==> config.mk <==
export PLATFORM = sky130hd
export DESIGN_NAME = rom_load_ctrl
export DESIGN_NICKNAME = d
export VERILOG_FILES = /design/src/rtl/rom_load_ctrl.sv
export SDC_FILE = /design/constraint.sdc
export NUM_CORES = 1
export LEC_CHECK = 0
export CELL_PAD_IN_SITES_DETAIL_PLACEMENT = 1
export CELL_PAD_IN_SITES_GLOBAL_PLACEMENT = 1
export CORE_MARGIN = 2
export CORE_UTILIZATION = 48
export CTS_CLUSTER_DIAMETER = 120
export DETAILED_ROUTE_END_ITERATION = 10
export GPL_TIMING_DRIVEN = 0
export PLACE_DENSITY = 0.9
export SLEW_MARGIN = 20
export SYNTH_ARGS = -nofsm -noshare
export SYNTH_HDL_FRONTEND = slang
export SYNTH_SLANG_ARGS = --single-unit
==> constraint.sdc <==
create_clock -name i_clk_sys -period 2.8 [get_ports i_clk_sys]
set_input_delay 0.7 -clock i_clk_sys [delete_from_list [all_inputs] [get_ports i_clk_sys]]
set_output_delay 0.7 -clock i_clk_sys [all_outputs]
set_load 0.02 [all_outputs]
==> src/rtl/rom_load_ctrl.sv <==
// rom_load_ctrl: owns the shared ROM/RAM write port. Download bytes are queued in a small FIFO
// and written out under a valid/ready handshake. A work-RAM clear engine runs after each
// download and after power-up. The game core is held in reset until the clear and a settle
// delay have completed.
module rom_load_ctrl #(
    parameter int unsigned    AW        = 25,
    parameter int unsigned    DEPTH     = 4,
    parameter logic [AW-1:0]  CLR_BASE  = 25'h0_1_0000,
    parameter int unsigned    CLR_WORDS = 4096,
    parameter int unsigned    HOLD_CYC  = 64
) (
    input  logic          i_clk_sys,
    input  logic          i_reset,
    input  logic          i_dl_active,
    input  logic          i_dl_wr,
    input  logic [AW-1:0] i_dl_addr,
    input  logic [7:0]    i_dl_data,
    input  logic          i_wr_ready,
    output logic          o_wr_en,
    output logic [AW-1:0] o_wr_addr,
    output logic [7:0]    o_wr_data,
    output logic          o_wr_sel,
    output logic          o_core_reset,
    output logic          o_overflow,
    output logic          o_busy
);

    localparam int unsigned PW = $clog2(DEPTH);
    localparam int unsigned CW = (CLR_WORDS > 0) ? $clog2(CLR_WORDS + 1) : 1;
    localparam int unsigned HW = $clog2(HOLD_CYC + 1);

    typedef enum logic [2:0] {StIdle, StLoad, StDrain, StClear, StHold} state_e;

    state_e          r_state;
    logic            r_dl_prev;
    logic [AW+7:0]   r_mem [DEPTH];
    logic [PW:0]     r_wptr;
    logic [PW:0]     r_rptr;
    logic [CW-1:0]   r_clr_cnt;
    logic [HW-1:0]   r_hold_cnt;
    logic            r_overflow;
    logic            r_wr_en;
    logic [AW-1:0]   r_wr_addr;
    logic [7:0]      r_wr_data;
    logic            r_wr_sel;
    logic            r_core_reset;
    logic            r_busy;

    state_e          w_state_nxt;
    logic [CW-1:0]   w_clr_nxt;
    logic [HW-1:0]   w_hold_nxt;
    logic            w_wr_en_nxt;
    logic [AW-1:0]   w_wr_addr_nxt;
    logic [7:0]      w_wr_data_nxt;
    logic            w_wr_sel_nxt;

    logic            w_empty;
    logic            w_full;
    logic            w_xfer;
    logic            w_pop;
    logic            w_push_req;
    logic            w_push;
    logic            w_drop;
    logic            w_dl_rise;
    logic [AW+7:0]   w_head;
    logic [AW-1:0]   w_clr_addr;

    assign w_empty    = (r_wptr == r_rptr);
    assign w_full     = (r_wptr[PW] != r_rptr[PW]) && (r_wptr[PW-1:0] == r_rptr[PW-1:0]);
    assign w_xfer     = r_wr_en & i_wr_ready;
    // Only download writes consume a FIFO entry; clear writes advance clr_cnt instead.
    assign w_pop      = w_xfer & ~r_wr_sel;
    assign w_push_req = i_dl_wr & i_dl_active;
    assign w_push     = w_push_req & (~w_full | w_pop);
    assign w_drop     = w_push_req & w_full & ~w_pop;
    assign w_dl_rise  = i_dl_active & ~r_dl_prev;
    assign w_head     = r_mem[r_rptr[PW-1:0]];
    assign w_clr_addr = CLR_BASE + AW'(r_clr_cnt);

    // FIFO storage; validity is tracked by the pointers so the array needs no reset
    always_ff @(posedge i_clk_sys) begin
        if (w_push) begin
            r_mem[r_wptr[PW-1:0]] <= {i_dl_addr, i_dl_data};
        end
    end

    // Next-state and registered-output computation for the load/clear sequencer
    always_comb begin
        w_state_nxt   = r_state;
        w_clr_nxt     = r_clr_cnt;
        w_hold_nxt    = r_hold_cnt;
        w_wr_en_nxt   = r_wr_en;
        w_wr_addr_nxt = r_wr_addr;
        w_wr_data_nxt = r_wr_data;
        w_wr_sel_nxt  = r_wr_sel;

        unique case (r_state)
            StIdle: begin
                w_wr_en_nxt = 1'b0;
                if (w_dl_rise) begin
                    w_state_nxt = StLoad;
                end
            end
            StLoad, StDrain: begin
                // Drop wr_en for one cycle after every transfer, then present the next head.
                if (r_wr_en) begin
                    if (i_wr_ready) begin
                        w_wr_en_nxt = 1'b0;
                    end
                end else if (!w_empty) begin
                    w_wr_en_nxt   = 1'b1;
                    w_wr_addr_nxt = w_head[AW+7:8];
                    w_wr_data_nxt = w_head[7:0];
                    w_wr_sel_nxt  = 1'b0;
                end
                if (r_state == StLoad) begin
                    if (!i_dl_active) begin
                        w_state_nxt = StDrain;
                    end
                end else if (w_dl_rise) begin
                    w_state_nxt = StLoad;
                end else if (w_empty && !r_wr_en) begin
                    w_state_nxt = StClear;
                    w_clr_nxt   = '0;
                end
            end
            StClear: begin
                if (w_dl_rise) begin
                    // Withdraw any pending clear write; clearing restarts after the next drain.
                    w_state_nxt = StLoad;
                    w_wr_en_nxt = 1'b0;
                    w_clr_nxt   = '0;
                end else if (CLR_WORDS == 0) begin
                    w_state_nxt = StHold;
                    w_hold_nxt  = '0;
                end else if (r_wr_en) begin
                    if (i_wr_ready) begin
                        w_wr_en_nxt = 1'b0;
                        if (r_clr_cnt == CW'(CLR_WORDS - 1)) begin
                            w_state_nxt = StHold;
                            w_hold_nxt  = '0;
                        end else begin
                            w_clr_nxt = r_clr_cnt + 1'b1;
                        end
                    end
                end else begin
                    w_wr_en_nxt   = 1'b1;
                    w_wr_addr_nxt = w_clr_addr;
                    w_wr_data_nxt = 8'h00;
                    w_wr_sel_nxt  = 1'b1;
                end
            end
            StHold: begin
                w_wr_en_nxt = 1'b0;
                if (w_dl_rise) begin
                    w_state_nxt = StLoad;
                    w_clr_nxt   = '0;
                end else if (r_hold_cnt == HW'(HOLD_CYC - 1)) begin
                    w_state_nxt = StIdle;
                end else begin
                    w_hold_nxt = r_hold_cnt + 1'b1;
                end
            end
            default: begin
                w_state_nxt = StClear;
                w_wr_en_nxt = 1'b0;
                w_clr_nxt   = '0;
            end
        endcase
    end

    // State, FIFO pointers, counters and all registered outputs
    always_ff @(posedge i_clk_sys or posedge i_reset) begin
        if (i_reset) begin
            r_state      <= StClear;
            r_dl_prev    <= 1'b0;
            r_wptr       <= '0;
            r_rptr       <= '0;
            r_clr_cnt    <= '0;
            r_hold_cnt   <= '0;
            r_overflow   <= 1'b0;
            r_wr_en      <= 1'b0;
            r_wr_addr    <= '0;
            r_wr_data    <= '0;
            r_wr_sel     <= 1'b0;
            r_core_reset <= 1'b1;
            r_busy       <= 1'b1;
        end else begin
            r_state      <= w_state_nxt;
            r_dl_prev    <= i_dl_active;
            r_clr_cnt    <= w_clr_nxt;
            r_hold_cnt   <= w_hold_nxt;
            r_wr_en      <= w_wr_en_nxt;
            r_wr_addr    <= w_wr_addr_nxt;
            r_wr_data    <= w_wr_data_nxt;
            r_wr_sel     <= w_wr_sel_nxt;
            r_core_reset <= (w_state_nxt != StIdle);
            r_busy       <= (w_state_nxt != StIdle);
            if (w_push) begin
                r_wptr <= r_wptr + 1'b1;
            end
            if (w_pop) begin
                r_rptr <= r_rptr + 1'b1;
            end
            // A new download clears the sticky flag; a drop in that same cycle still counts.
            if (w_dl_rise) begin
                r_overflow <= w_drop;
            end else if (w_drop) begin
                r_overflow <= 1'b1;
            end
        end
    end

    assign o_wr_en      = r_wr_en;
    assign o_wr_addr    = r_wr_addr;
    assign o_wr_data    = r_wr_data;
    assign o_wr_sel     = r_wr_sel;
    assign o_core_reset = r_core_reset;
    assign o_overflow   = r_overflow;
    assign o_busy       = r_busy;

endmodule

# Yosys cells after proc, flatten, opt, wreduce, memory -nomap -nowiden

Memory sizes are Yosys's and may differ from the RTL's.
Cells that the tools add are included.

Add/subtract/negate cells: 5
Equal/unequal tests: 25
Muxes and demuxes: 53
Bitwise gates (word level): 13
Reduce and logical (&&, ||, !) cells: 12

Operators with widths:

| operator                 | number |
|---|---|
| $mux W13                 | 8 |
| $mux W25                 | 4 |
| $pmux W13 S4             | 1 |
| $pmux W25 S2             | 1 |
| $mux W7                  | 6 |
| $mux W3                  | 11 |
| $mux W8                  | 4 |
| $ne A2 B2 Y1 const B     | 13 |
| $add A17 B13 Y18 const A | 1 |
| $pmux W8 S2              | 1 |
| $pmux W7 S2              | 1 |
| $add A13 B1 Y13 const B  | 1 |
| $eq A13 B12 Y1 const B   | 1 |
| $mux W1                  | 13 |
| $pmux W3 S4              | 1 |
| $ne A3 B3 Y1 const B     | 3 |
| $reduce_and A8 Y1        | 1 |
| $add A7 B1 Y7 const B    | 1 |
| $and A1 B1 Y1            | 7 |
| $eq A7 B6 Y1 const B     | 1 |
| $reduce_and A7 Y1        | 1 |
| $add A3 B1 Y3 const B    | 2 |
| $eq A3 B2 Y1 const B     | 2 |
| $reduce_bool A2 Y1       | 3 |
| other kinds (14)         | 20 |

Bits in registers: 67
Memory bits (writable): 132
Output and inout port bits: 38
Logic and storage cells: 121
Memories: 1

Memory list:

| name  | depth | bits a word | read ports | clocked after memory_dff | write ports | line | RTL |
|---|---|---|---|---|---|---|---|
| r_mem | 4     | 33          | 1          | 0                        | 1           | 36   | `logic [AW+7:0] r_mem [DEPTH];` |

# Depth between registers and ports, before layout

Word-level depth: 7
Mapped depth: 8
Gate-level depth less buffers: 6

# Worst setup path after synthesis

OpenSTA, ideal clock, no wires.

Path kind: input port to flip-flop
From: input i_wr_ready
To: memory r_mem[3][0] (netlist bit), enable pin
Library setup time: 395 ps
Data arrival time: 2063 ps
Required time: 2405 ps
Setup slack: 343 ps
Cell stages on the path: 4
Buffers on the path: 0
Path through: nand2_1 o21ai_1 o311a_1 and2_1

Longest elaborated chain between the ends: 6

Ends and longest elaborated chain:

| what                          | line | RTL |
|---|---|---|
| from (decl)                   | 18   | `input logic i_wr_ready,` |
| $and A1 B1 Y1                 | 70   | `assign w_xfer = r_wr_en & i_wr_ready;` |
| $and A1 B1 Y1                 | 72   | `assign w_pop = w_xfer & ~r_wr_sel;` |
| $or A1 B1 Y1                  | 74   | `assign w_push = w_push_req & (~w_full \| w_pop);` |
| $and A1 B1 Y1                 | 74   |  |
| $mux W1                       | 82   | `if (w_push) begin` |
| $mux W1 (not written as such) | 83   | `r_mem[r_wptr[PW-1:0]] <= {i_dl_addr, i_dl_data};` |
| to (decl)                     | 36   |  |

No other way between the ends.

# Final worst setup path

From: input i_wr_ready
To: memory r_mem[1][1] (netlist bit), enable pin

Same word-level chain as after synthesis.

==> run metrics <==
DRC=0; H-tree depth=4; Syn Area/Cell=about 15 um^2; Syn Nets=~570; Startpoint Class=primary input; Longest Clk Path Bufs=2; largest net degree at the start of global routing=37; library cells used by synthesis=56; Worst Skew=between 0.015 and 0.02 ns; minimum clock period=between 2 and 3 ns; Core ar.=about 0.017 mm^2; Die Footprint=roughly 0.018 mm^2; post-layout util=59.66%; period utilisation layout=93.80%; hold depth=2; ranking of synthesized cells by area=edfxtp_1 49%, dfrtp_1 20%, mux4_2 9.2%, nand2_1 3.3%, o21ai_0 2.8%; relative slew slack=around half; max-slew violations=0; antenna violations before repair=0; antenna-violating nets left=0; clk sinks=199; first drt pass iteration count=5; gr usage total=~26%; Synth Area in Adders=between 1 and 1.5%; clk root buf=clkbuf_16; postcts setup bufs=0; GP Congestion=0.8735; clock-pin slew on the worst setup and hold paths=0.07 ns; CTS tree=done; CP Max Fanout=17; first-pass GRT wire length=34,070 um; status=completed; critical path class=in -> reg; remaining global-route overflow=0; hold-fix buffers at CTS=0; post-synthesis simple-gate area fraction=between 7 and 8%; Crit path max-delay family=buffers and inverters; layout cells sized above 1=16.67%; antenna cells=0; TritonCTS Buffers=17; Slowest-stage cell, CP=and2_2; XOR/XNOR Fraction of Synth Area=less than 1%; Crit. End Element=flip-flop; Compound-Gate Fraction of Synth Area=under 10%; # port buffers=75; reg2reg end=r_mem[1][1]$_DFFE_PP_; PostCTS Resize Cnt=0; mux share of post-synthesis cell area=10.79%; worst reg2reg startpoint=o_wr_en$_DFF_PP0_; Synth area leader=edfxtp_1; yosys warns=0; register area share after synthesis=a little over two thirds; die height=around 130 um; Worst EP required=~3.0 ns; Detailed Place HPWL=between 10,000 and 15,000 um; Setup-failing EPs final=0; DR vias=roughly 5k; WHS Endpoint=o_wr_addr[6]$_DFFE_PP0P_; Mapped Cells=524; Primary FF master, synth=edfxtp_1; R2R setup slack=just over 0.4 ns; Async SR Flop Fraction=around 34%; first-iteration detailed-routing DRC count=roughly 540; clk_lat worst skew=about 0.46 ns; Reg2Reg Depth=5; hold path start=o_wr_addr[6]$_DFFE_PP0P_; Yosys reg bits=about 200; Initial Utilization=about 49%; Mapped Area=0.008104 mm^2; CP Cell Sequence=clkdlybuf4s50_1 -> nand2_1 -> o21ai_1 -> o311a_1 -> and2_2 -> buf_16; largest family of logic cells by synthesized area=multiplexers; Critical Path Max Stage Delay=~0.57 ns; top cell type's share of synthesized area=approximately 49%; RSZ-0062 raised after global routing=no; Fin. Hold Viols=0; Die W=between 100 and 150 um; vias in the first global route=between 5k and 6k; Site Rows=47; Hold WS=~0.48 ns; Peak Freq=between 0.3 and 0.4 GHz; MaxCap Viol Count=0; Post-synth EDFFs=~130; Least-Margin Pin Slew=between 0.7 and 0.8 ns; VDD IR max=0.5599 mV; P_leak=3.617 nW; Area Growth Syn to Fin=21.65%; I/O pins=76; fin nets=668; average wire per standard cell=roughly 26 um; filler cell count=around 1.5k; pwr dens=around 1100 mW/mm^2; wirelength, routed=about 22,000 um; CP bufs+invs=2; Hold Path Class=reg -> reg; Vias/cell=around 6; crit path DAT=around 2.8 ns
==> cell usage after synthesis (2+ instances only) <==
master / count
buf_6: 5
inv_1: 9
ha_1: 7
buf_2: 9
mux2i_1: 12
dfrtp_1: 64
nand4_1: 5
nand3b_1: 4
dfstp_2: 3
and2_1: 5
nand3_1: 10
clkbuf_1: 5
o31a_1: 2
a21oi_1: 14
nor3_1: 6
xnor2_1: 2
clkbuf_2: 3
o21ai_1: 10
nor2_1: 14
o21a_1: 2
and4_1: 2
xor2_2: 2
mux4_2: 33
o21ai_0: 46
nand2_1: 72
edfxtp_1: 132
a21o_1: 2
and3_1: 4
xor2_1: 3
o41ai_1: 2
a41oi_1: 2
o31ai_1: 2
buf_4: 3
a31oi_1: 5
o311ai_2: 2
==> state kept, by name, summed over array words and instances, names as in the netlist, 3 cells and up <==
signal and cells:
r_rptr 3, r_state 3, r_hold_cnt 7, r_mem 132, r_clr_cnt 13, o_wr_addr 25
r_wptr 3, o_wr_data 8
==> power breakdown <==
part           total [W]  switching (W)  internal [W]
Combinational    0.00414        0.00245       0.00169
Clock            0.00249        0.00120       0.00129
Sequential       0.00413       0.000372       0.00376
==> logic make-up after synthesis <==
group,count (synthesis)
and+or+nand+nor,132
AOI/OAI and AO/OA,98
adders and majority gates,7
DFF,199
xor gates and xnor gates,7
buffers and inverters,35
muxes,46
==> how the worst max path moves through the flow <==
| stage | slack (ns) | end | cells past startpoint | from |
|---|---|---|---|---|
| after floorplan | 0.34 | r_mem[3][0]$_DFFE_PP_ | 4 | i_wr_ready |
| after global placement | -0.92 | r_mem[3][7]$_DFFE_PP_ | 5 | i_wr_ready |
| after detailed placement | -0.19 | r_mem[3][11]$_DFFE_PP_ | 6 | i_wr_ready |
| after CTS | 0.21 | r_mem[1][30]$_DFFE_PP_ | 6 | i_wr_ready |
| after global routing | 0.10 | r_mem[1][1]$_DFFE_PP_ | 6 | i_wr_ready |
| final | 0.17 | r_mem[1][1]$_DFFE_PP_ | 6 | i_wr_ready |
==> layout make-up <==
type / count / area, um^2 / share of cell area (%)
clock buffer: 18 / 439.2 / 4.455
multi-input combinational: 290 / 2270 / 23.02
clock inverter: 14 / 151.4 / 1.536
inverter: 9 / 36.28 / 0.3681
sequential: 199 / 5644 / 57.25
buffer: 26 / 161.4 / 1.637
timing repair buffer: 80 / 880.8 / 8.935
tap: 220 / 275.3 / 2.792
==> tightest hold or removal path, stage by stage, from the launching register on <==
cell and delay [ns]:
dfrtp_1 0.34, nand2_1 0.04, o21ai_0 0.06
==> placed cells by master (no fill, tap or decap), drive strengths merged, types with 2 or more instances in the layout <==
cell	n
a21o	2
a21oi	14
a31oi	5
a41oi	2
and2	5
and3	4
and4	2
buf	23
clkbuf	26
clkdlybuf4s50	75
clkinv	2
clkinvlp	3
dfrtp	64
dfstp	3
edfxtp	132
ha	7
inv	17
mux2i	12
mux4	33
nand2	72
nand3	10
nand3b	4
nand4	5
nor2	15
nor3	6
nor4	2
o21a	2
o21ai	56
o311ai	3
o31a	2
o31ai	2
o41ai	2
xnor2	2
xor2	5
==> per-stage QoR <==
stage	setup slack [ns]	std cells	TNS [ns]	area, um^2	total power (W)
floorplan	0.3425	524	0	8104	0.006593
global placement	-0.9215	819	-173.55	9130	0.007842
detailed placement	-0.1899	824	-13.24	9268	0.008190
CTS	0.2061	856	0	9858	0.01080
global route	0.1007	856	0	9858	0.01122
finish	0.1735	856	0	9858	0.01076
==> layer usage <==
metal | share of wire (%) | vias up | wire, um | GRT usage, %
li1 | - | 2206 | - | -
met1 | 39 | 2663 | 8586 | 32.03
met2 | 53 | 210 | 11640 | 44.87
met3 | 5.1 | 45 | 1108 | 4.724
met4 | 2.6 | 0 | 566 | 11.17
met5 | 0 | - | 0 | 0
(Power assumes the default switching activity.)
